==> config.mk <==
export PLATFORM = sky130hd
export DESIGN_NAME = csc_rgb2ycbcr_pipe_flat
export DESIGN_NICKNAME = d
export VERILOG_FILES = /design/src/rtl/csc_pkg.sv /design/src/rtl/csc_rgb2ycbcr_pipe_if.sv /design/src/rtl/csc_dot3.sv /design/src/rtl/csc_rgb2ycbcr_pipe.sv /design/src/flat_wrapper.sv
export SDC_FILE = /design/constraint.sdc
export NUM_CORES = 2
export LEC_CHECK = 0
export BUFFER_PORTS_ARGS = -buffer_cell sky130_fd_sc_hd__clkbuf_2
export CORE_AREA = 2 2 332 170
export CTS_CLUSTER_SIZE = 40
export DETAILED_ROUTE_END_ITERATION = 10
export DIE_AREA = 0 0 334 172
export PLACE_DENSITY = 0.79
export RECOVER_POWER = 25
export SYNTH_ARGS = -nofsm -noshare
export SYNTH_HDL_FRONTEND = slang
export SYNTH_SLANG_ARGS = --single-unit
==> constraint.sdc <==
create_clock -name clk -period 7.9 [get_ports clk]
set_input_delay 0 -clock clk [delete_from_list [all_inputs] [get_ports clk]]
set_output_delay 0 -clock clk [all_outputs]
set_load 0.05 [all_outputs]
==> src/rtl/csc_pkg.sv <==
// ---------------------------------------------------------------------------
// csc_pkg
// Shared definitions for the RGB->YCbCr colour-space converter.
//   csc_mode_e  : runtime matrix selection
//   CSC_COEF    : per-mode 3x3 coefficient table, rows Y/Cb/Cr, columns R/G/B,
//                 values scaled by 256 (Q8)
//   CSC_Y_OFS   : per-mode luma offset at 8-bit scale
//   CSC_C_OFS   : per-mode chroma offset at 8-bit scale
// Bypass is expressed as a unit permutation matrix (256 = 1.0) with zero
// offsets, so it shares the datapath and latency of the real matrices; the
// rounding constant is discarded by the shift, leaving the input unchanged.
// ---------------------------------------------------------------------------
package csc_pkg;

    typedef enum logic [1:0] {
        CSC_709L = 2'd0,
        CSC_601L = 2'd1,
        CSC_601F = 2'd2,
        CSC_BYP  = 2'd3
    } csc_mode_e;

    localparam int CSC_COEF [4][3][3] = '{
        '{ '{ 47,  157,  16}, '{-26,  -86, 112}, '{112, -102, -10} },
        '{ '{ 66,  129,  25}, '{-38,  -74, 112}, '{112,  -94, -18} },
        '{ '{ 77,  150,  29}, '{-43,  -85, 128}, '{128, -107, -21} },
        '{ '{  0,  256,   0}, '{  0,    0, 256}, '{256,    0,   0} }
    };

    localparam int CSC_Y_OFS [4] = '{16, 16, 0, 0};
    localparam int CSC_C_OFS [4] = '{128, 128, 128, 0};

endpackage

==> src/rtl/csc_rgb2ycbcr_pipe_if.sv <==
// ---------------------------------------------------------------------------
// csc_rgb2ycbcr_pipe_if
// Pixel stream bundle with valid/ready handshake and video sideband.
//   valid, ready : beat handshake (transfer when both are high)
//   c0, c1, c2   : components; R/G/B on the input side, Y/Cb/Cr on the output
//   hs, vs, de   : sync sideband travelling with the pixel
// Modports: master drives the beat and samples ready, slave the reverse.
// ---------------------------------------------------------------------------
interface csc_rgb2ycbcr_pipe_if #(
    parameter int DW = 8
);
    logic          valid;
    logic          ready;
    logic [DW-1:0] c0;
    logic [DW-1:0] c1;
    logic [DW-1:0] c2;
    logic          hs;
    logic          vs;
    logic          de;

    modport master (output valid, c0, c1, c2, hs, vs, de, input ready);
    modport slave  (input valid, c0, c1, c2, hs, vs, de, output ready);
endinterface

==> src/rtl/csc_dot3.sv <==
// ---------------------------------------------------------------------------
// csc_dot3
// One output channel of the converter: res = sat((c0*k0 + c1*k1 + c2*k2
// + offset + half) >>> FRAC). Four stages, all advancing on en_i:
//   S1 products and scaled offset, S2 pairwise sums, S3 final sum,
//   S4 shift/saturate into the output register.
// Ports:
//   clk, rst_n              : clock, async active-low reset
//   en_i                    : global pipeline enable (low = hold everything)
//   comp0_i..comp2_i        : unsigned components (R, G, B)
//   coef0_i..coef2_i        : signed Q(FRAC) coefficients for this beat
//   ofs_i                   : channel offset at 8-bit scale
//   res_o                   : registered, saturated result
// ---------------------------------------------------------------------------
module csc_dot3 #(
    parameter int DW   = 8,
    parameter int FRAC = 8
) (
    input  logic                   clk,
    input  logic                   rst_n,
    input  logic                   en_i,
    input  logic [DW-1:0]          comp0_i,
    input  logic [DW-1:0]          comp1_i,
    input  logic [DW-1:0]          comp2_i,
    input  logic signed [FRAC+1:0] coef0_i,
    input  logic signed [FRAC+1:0] coef1_i,
    input  logic signed [FRAC+1:0] coef2_i,
    input  logic [7:0]             ofs_i,
    output logic [DW-1:0]          res_o
);
    localparam int PW = DW + FRAC + 2;
    localparam int SW = DW + FRAC + 4;
    localparam logic signed [SW-1:0] ROUND = SW'(2 ** (FRAC - 1));

    logic signed [PW-1:0] prod0_d, prod1_d, prod2_d;
    logic signed [PW-1:0] prod0_q, prod1_q, prod2_q;
    logic signed [SW-1:0] ofs_d, ofs_q;
    logic signed [SW-1:0] sumA_d, sumB_d, sumA_q, sumB_q;
    logic signed [SW-1:0] sum_d, sum_q, shifted;
    logic [DW-1:0]        res_d, res_q;

    // Components are zero-extended to signed before multiplying, so a
    // negative coefficient never turns a large component into a negative one.
    always_comb begin
        prod0_d = PW'(signed'({1'b0, comp0_i})) * PW'(coef0_i);
        prod1_d = PW'(signed'({1'b0, comp1_i})) * PW'(coef1_i);
        prod2_d = PW'(signed'({1'b0, comp2_i})) * PW'(coef2_i);
        ofs_d   = signed'(SW'(ofs_i) << (DW - 8 + FRAC)) + ROUND;
        sumA_d  = SW'(prod0_q) + SW'(prod1_q);
        sumB_d  = SW'(prod2_q) + ofs_q;
        sum_d   = sumA_q + sumB_q;
    end

    // Arithmetic shift floors, which together with the half-LSB constant
    // gives round-half-up; the sign bit and the bits above DW drive clamping.
    assign shifted = sum_q >>> FRAC;

    always_comb begin
        res_d = shifted[DW-1:0];
        if (shifted[SW-1]) begin
            res_d = '0;
        end else if (|shifted[SW-2:DW]) begin
            res_d = '1;
        end
    end

    always_ff @(posedge clk or negedge rst_n) begin
        if (!rst_n) begin
            prod0_q <= '0;
            prod1_q <= '0;
            prod2_q <= '0;
            ofs_q   <= '0;
            sumA_q  <= '0;
            sumB_q  <= '0;
            sum_q   <= '0;
            res_q   <= '0;
        end else if (en_i) begin
            prod0_q <= prod0_d;
            prod1_q <= prod1_d;
            prod2_q <= prod2_d;
            ofs_q   <= ofs_d;
            sumA_q  <= sumA_d;
            sumB_q  <= sumB_d;
            sum_q   <= sum_d;
            res_q   <= res_d;
        end
    end

    assign res_o = res_q;

endmodule

==> src/rtl/csc_rgb2ycbcr_pipe.sv <==
// ---------------------------------------------------------------------------
// csc_rgb2ycbcr_pipe
// Four-stage RGB->YCbCr converter with valid/ready backpressure. The whole
// pipeline shares one enable, so a stalled output freezes every stage and
// bubbles are never squeezed out.
// Ports:
//   clk, rst_n     : pixel clock, async active-low reset
//   mode_i         : requested matrix, taken only on a vs rising edge
//   active_mode_o  : matrix currently applied at the pipeline input
//   in_if (slave)  : R/G/B beats plus hs/vs/de
//   out_if (master): Y/Cb/Cr beats plus delayed hs/vs/de
// ---------------------------------------------------------------------------
module csc_rgb2ycbcr_pipe
    import csc_pkg::*;
#(
    parameter int DW   = 8,
    parameter int FRAC = 8
) (
    input  logic                 clk,
    input  logic                 rst_n,
    input  logic [1:0]           mode_i,
    output logic [1:0]           active_mode_o,
    csc_rgb2ycbcr_pipe_if.slave  in_if,
    csc_rgb2ycbcr_pipe_if.master out_if
);
    localparam int CW = FRAC + 2;

    logic                 en;
    logic                 accept;
    logic                 vsRise;
    csc_mode_e            activeMode_d, activeMode_q;
    logic                 prevVs_d, prevVs_q;
    logic [3:0]           valid_q, hs_q, vs_q, de_q;
    logic signed [CW-1:0] coef [3][3];
    logic [7:0]           ofs [3];
    logic [DW-1:0]        res [3];

    assign en          = !(out_if.valid && !out_if.ready);
    assign in_if.ready = en;
    assign accept      = in_if.valid && en;
    assign vsRise      = accept && in_if.vs && !prevVs_q;

    // The beat carrying the vs rising edge already uses the new matrix, so
    // coefficient selection looks at the next-state mode, not the register.
    always_comb begin
        activeMode_d = activeMode_q;
        prevVs_d     = prevVs_q;
        if (accept) begin
            prevVs_d = in_if.vs;
        end
        if (vsRise) begin
            activeMode_d = csc_mode_e'(mode_i);
        end
    end

    always_comb begin
        for (int ch = 0; ch < 3; ch++) begin
            for (int k = 0; k < 3; k++) begin
                coef[ch][k] = CW'(CSC_COEF[activeMode_d][ch][k]);
            end
        end
        ofs[0] = 8'(CSC_Y_OFS[activeMode_d]);
        ofs[1] = 8'(CSC_C_OFS[activeMode_d]);
        ofs[2] = 8'(CSC_C_OFS[activeMode_d]);
    end

    always_ff @(posedge clk or negedge rst_n) begin
        if (!rst_n) begin
            activeMode_q <= CSC_709L;
            prevVs_q     <= 1'b0;
        end else begin
            activeMode_q <= activeMode_d;
            prevVs_q     <= prevVs_d;
        end
    end

    // Valid and sideband shift in lockstep with the datapath stages.
    always_ff @(posedge clk or negedge rst_n) begin
        if (!rst_n) begin
            valid_q <= '0;
            hs_q    <= '0;
            vs_q    <= '0;
            de_q    <= '0;
        end else if (en) begin
            valid_q <= {valid_q[2:0], in_if.valid};
            hs_q    <= {hs_q[2:0], in_if.hs};
            vs_q    <= {vs_q[2:0], in_if.vs};
            de_q    <= {de_q[2:0], in_if.de};
        end
    end

    for (genvar ch = 0; ch < 3; ch++) begin : g_chan
        csc_dot3 #(
            .DW   (DW),
            .FRAC (FRAC)
        ) u_dot3 (
            .clk     (clk),
            .rst_n   (rst_n),
            .en_i    (en),
            .comp0_i (in_if.c0),
            .comp1_i (in_if.c1),
            .comp2_i (in_if.c2),
            .coef0_i (coef[ch][0]),
            .coef1_i (coef[ch][1]),
            .coef2_i (coef[ch][2]),
            .ofs_i   (ofs[ch]),
            .res_o   (res[ch])
        );
    end

    assign out_if.valid  = valid_q[3];
    assign out_if.hs     = hs_q[3];
    assign out_if.vs     = vs_q[3];
    assign out_if.de     = de_q[3];
    assign out_if.c0     = res[0];
    assign out_if.c1     = res[1];
    assign out_if.c2     = res[2];
    assign active_mode_o = activeMode_q;

endmodule

==> src/flat_wrapper.sv <==
// flat-port wrapper written by rule: the top's interface ports become plain ports
module csc_rgb2ycbcr_pipe_flat import csc_pkg::*;
#(
    parameter int DW   = 8,
    parameter int FRAC = 8
)
  (clk, rst_n, mode_i, active_mode_o, in_if_valid, in_if_c0, in_if_c1, in_if_c2, in_if_hs, in_if_vs, in_if_de, in_if_ready, out_if_valid, out_if_c0, out_if_c1, out_if_c2, out_if_hs, out_if_vs, out_if_de, out_if_ready);
  csc_rgb2ycbcr_pipe_if #(.DW(DW)) in_if_i ();
  csc_rgb2ycbcr_pipe_if #(.DW(DW)) out_if_i ();
  input  logic clk;
  input  logic rst_n;
  input  logic [1:0] mode_i;
  output logic [1:0] active_mode_o;
  input wire logic [$bits(in_if_i.valid)-1:0] in_if_valid;
  input wire logic [$bits(in_if_i.c0)-1:0] in_if_c0;
  input wire logic [$bits(in_if_i.c1)-1:0] in_if_c1;
  input wire logic [$bits(in_if_i.c2)-1:0] in_if_c2;
  input wire logic [$bits(in_if_i.hs)-1:0] in_if_hs;
  input wire logic [$bits(in_if_i.vs)-1:0] in_if_vs;
  input wire logic [$bits(in_if_i.de)-1:0] in_if_de;
  output wire logic [$bits(in_if_i.ready)-1:0] in_if_ready;
  output wire logic [$bits(out_if_i.valid)-1:0] out_if_valid;
  output wire logic [$bits(out_if_i.c0)-1:0] out_if_c0;
  output wire logic [$bits(out_if_i.c1)-1:0] out_if_c1;
  output wire logic [$bits(out_if_i.c2)-1:0] out_if_c2;
  output wire logic [$bits(out_if_i.hs)-1:0] out_if_hs;
  output wire logic [$bits(out_if_i.vs)-1:0] out_if_vs;
  output wire logic [$bits(out_if_i.de)-1:0] out_if_de;
  input wire logic [$bits(out_if_i.ready)-1:0] out_if_ready;
  assign in_if_i.valid = in_if_valid;
  assign in_if_i.c0 = in_if_c0;
  assign in_if_i.c1 = in_if_c1;
  assign in_if_i.c2 = in_if_c2;
  assign in_if_i.hs = in_if_hs;
  assign in_if_i.vs = in_if_vs;
  assign in_if_i.de = in_if_de;
  assign in_if_ready = in_if_i.ready;
  assign out_if_valid = out_if_i.valid;
  assign out_if_c0 = out_if_i.c0;
  assign out_if_c1 = out_if_i.c1;
  assign out_if_c2 = out_if_i.c2;
  assign out_if_hs = out_if_i.hs;
  assign out_if_vs = out_if_i.vs;
  assign out_if_de = out_if_i.de;
  assign out_if_i.ready = out_if_ready;
  csc_rgb2ycbcr_pipe #(.DW(DW), .FRAC(FRAC)) u_core (.clk(clk), .rst_n(rst_n), .mode_i(mode_i), .active_mode_o(active_mode_o), .in_if(in_if_i), .out_if(out_if_i));
endmodule
==> reports/metrics.csv <==
metric,value,unit
outcome,finished with violations,
violated checks,"capacitance limit, slew limit",
Synth Flop Type,dfrtp_1,
wire per inst,18.8,um
sequential cell area,8380,sq um
crit-path most repeated cell,ha_1,
critical path startpoint category,register,
Max Cap Viol,1,
"Slew Viols, Final",118,
CTS tree,yes,
worst-case reg-to-reg path depth,24,
CP endpoint kind,register,
Post-synth top cells,"inv_1 (596), nand2_1 (501), ha_1 (452), dfrtp_1 (335), fa_1 (263)",
Slew HR,-325,%
RSZ-0062 raised after global routing,no,
die height,172,um
wire length on met2,29300,um
post-synth net total,4387,
setup TNS,0,ps
Bufs on Longest Clock Path,3,
top cell type by total area after synthesis,dfrtp_1,
share of layout cells above drive strength 1,3.64,%
drt via density,5.55,
"EDFF count, synth",0,
share of the synthesized area in the top cell type,25.9,%
Final setup viols,0,
Worst Path Buf+Inv,5,
CTS sink cnt,335,
WL met1,41200,um
Initial DRC Count,1930,
largest cells by area after synthesis,"dfrtp_1 (26%), ha_1 (17%), fa_1 (16%)",
hold wc startpoint,mode_i[0],
WL met3,11400,um
CTS root buf,clkbuf_16,
Initial Util,59.3,%
"Avg Cell Area, Syn",8.90,sq um
r2r startpoint,u_core.valid_q[3],
Cells after Synth,3639,
worst min path class,input pin to register,
Top delay family on crit path,adder cells,
first-pass GRT wire length,133000,um
DR vias,24400,
Synth Warn #,0,
Worst EP required,8300,ps
DRT Wirelength,82900,um
Final Skew,25.7,ps
hpwl dp,66500,um
Cell variety after synth,68,
drt pass-1 iters,6,
slew at the pin closest to its max-slew limit,6380,ps
cts bufs inserted,34,
Max Fclk,0.142,GHz
crit-path cells,"nor2b_4, inv_8, nand4b_1, mux2i_1, buf_4, ha_1, nand2_1, inv_1, xnor2_1, ha_1, a21o_1, fa_1, ha_1, inv_1, fa_1, inv_1, ha_1, a21oi_1, o21ai_0, o41a_1, a41o_1, o41ai_1, xor2_1, o21ai_0",
nets@finish,4402,
total grt overflow,0,
CP max FO,47,
fin crit share,89.3,%
Area Overhead vs Synth,6.91,%
sequential fraction of the synthesis area,25.9,%
Tot GR Track Use,29.7,%
CP arrival,7450,ps
most frequent cell after synthesis,inv_1,
number of cells on the critical path,24,
Fin. Hold Viols,0,
die outline area,57400,sq um
Hold Crit Depth,4,
chip width,334,um
# rows,61,
DR DRC count,0,
crit path from,u_core.valid_q[3],
share of synthesized flip-flops with an asynchronous set or reset,100,%
gpl congestion,1.00,
DR top layer,met4,
Port Buffers,63,
largest net degree at the start of global routing,215,
area of the multi-input gates,21400,sq um
Critical Path Max Stage Delay,880,ps
"Worst Path Class, Setup",register to register,
H-tree Lvls,2,
Crit-path slowest cell,ha_1,
IO Pins,64,
Worst-path clk slew,70,ps
Finished Core Util,63.4,%
Syn Std Cell Area,32400,sq um
vias in the first global route,23500,
Tmin final,7050,ps
initial antenna violation count,4,
Routed Antenna Nets,0,
Fillers,4599,
Clock Latency Late Sink,560,ps
core area,54600,sq um
"FF+latch count, synth",335,
-- layer usage --
metal / track usage, % / up-vias
met5: 0 / -
met4: 3.72 / 0
met3: 13.6 / 64
met2: 37.0 / 860
met1: 46.6 / 11600
li1: - / 11900
-- worst paths after layout --
check	slack, ps	endpoint
min in group asynchronous	2410	u_core.g_chan[2].u_dot3.sumB_q[19]
min	40	u_core.active_mode_o[0]
max in group asynchronous	1570	u_core.g_chan[0].u_dot3.sumA_q[8]
min reg2reg	470	u_core.de_q[0]
max	850	u_core.g_chan[0].u_dot3.prod1_q[16]
max reg2reg	850	u_core.g_chan[0].u_dot3.prod1_q[16]
-- layout by cell type, fill, tap and decap left out, types with 27 or more instances in the layout --
cell type / n
a21o_1: 56
a21oi_1: 209
and2_1: 85
clkbuf_1: 36
clkbuf_16: 35
clkbuf_2: 32
dfrtp_1: 335
fa_1: 263
ha_1: 452
inv_1: 595
nand2_1: 501
nand2b_1: 32
nand3_1: 46
nor2_1: 221
nor2b_1: 27
nor3_1: 39
o21a_1: 27
o21ai_0: 149
o31ai_1: 47
xnor2_1: 94
xor2_1: 80
-- stage by stage --
stage,instances,worst slack (ps),cell area [sq um],hold slack (ps)
6_report,4404,848,34600,35.9
2_1_floorplan,3639,1070,32400,-296
3_5_place_dp,4333,1090,33400,153
4_1_cts,4402,937,34700,3.89
5_1_grt,4402,282,34600,59.6
3_3_place_gp,4333,1240,33400,146
-- state kept, by name (all words and copies together) (netlist names) --
register / cells
u_core.vs_q: 4
u_core.g_chan.u_dot3.sum_q: 36
u_core.g_chan.u_dot3.res_o: 24
u_core.active_mode_o: 2
u_core.g_chan.u_dot3.sumA_q: 53
u_core.hs_q: 4
u_core.prevVs_q: 1
u_core.de_q: 4
u_core.g_chan.u_dot3.prod0_q: 48
u_core.g_chan.u_dot3.prod2_q: 47
u_core.valid_q: 4
u_core.g_chan.u_dot3.prod1_q: 53
u_core.g_chan.u_dot3.ofs_q: 3
u_core.g_chan.u_dot3.sumB_q: 52
-- cells by family after synthesis --
kind of cell             share of synthesized area (%)
multiplexers                                     0.526
AO/OA/AOI/OAI                                     11.9
XOR/XNOR                                          4.71
buffers and inverters                             8.18
flip-flops                                        25.9
AND/OR/NAND/NOR                                   15.0
adder cells (fa/ha/maj)                           33.7
-- timing repair --
action / 4_1_cts / 5_1_grt
buffers inserted: 0 / 0
resized for setup: 0 / 0
hold endpoints to repair: 146 / 0
hold buffers: 9 / 0
-- final cells by class --
cell class | count | share of cell area, %
timing repair buffer | 89 | 1.46
clock inverter | 12 | 0.607
clock buffer | 48 | 2.90
antenna | 2 | 0.0145
inverter | 596 | 6.48
multi-input combinational | 2598 | 61.7
tap | 724 | 2.62
sequential | 335 | 24.2
-- worst min-delay path: stages --
cell      delay, ps
clkbuf_2        110
mux2i_1          70
buf_4           210
inv_1           150
Power is left out: the tool's default activity adds up to more than one toggle a clock period on the data nets, which glitch-free logic cannot reach.
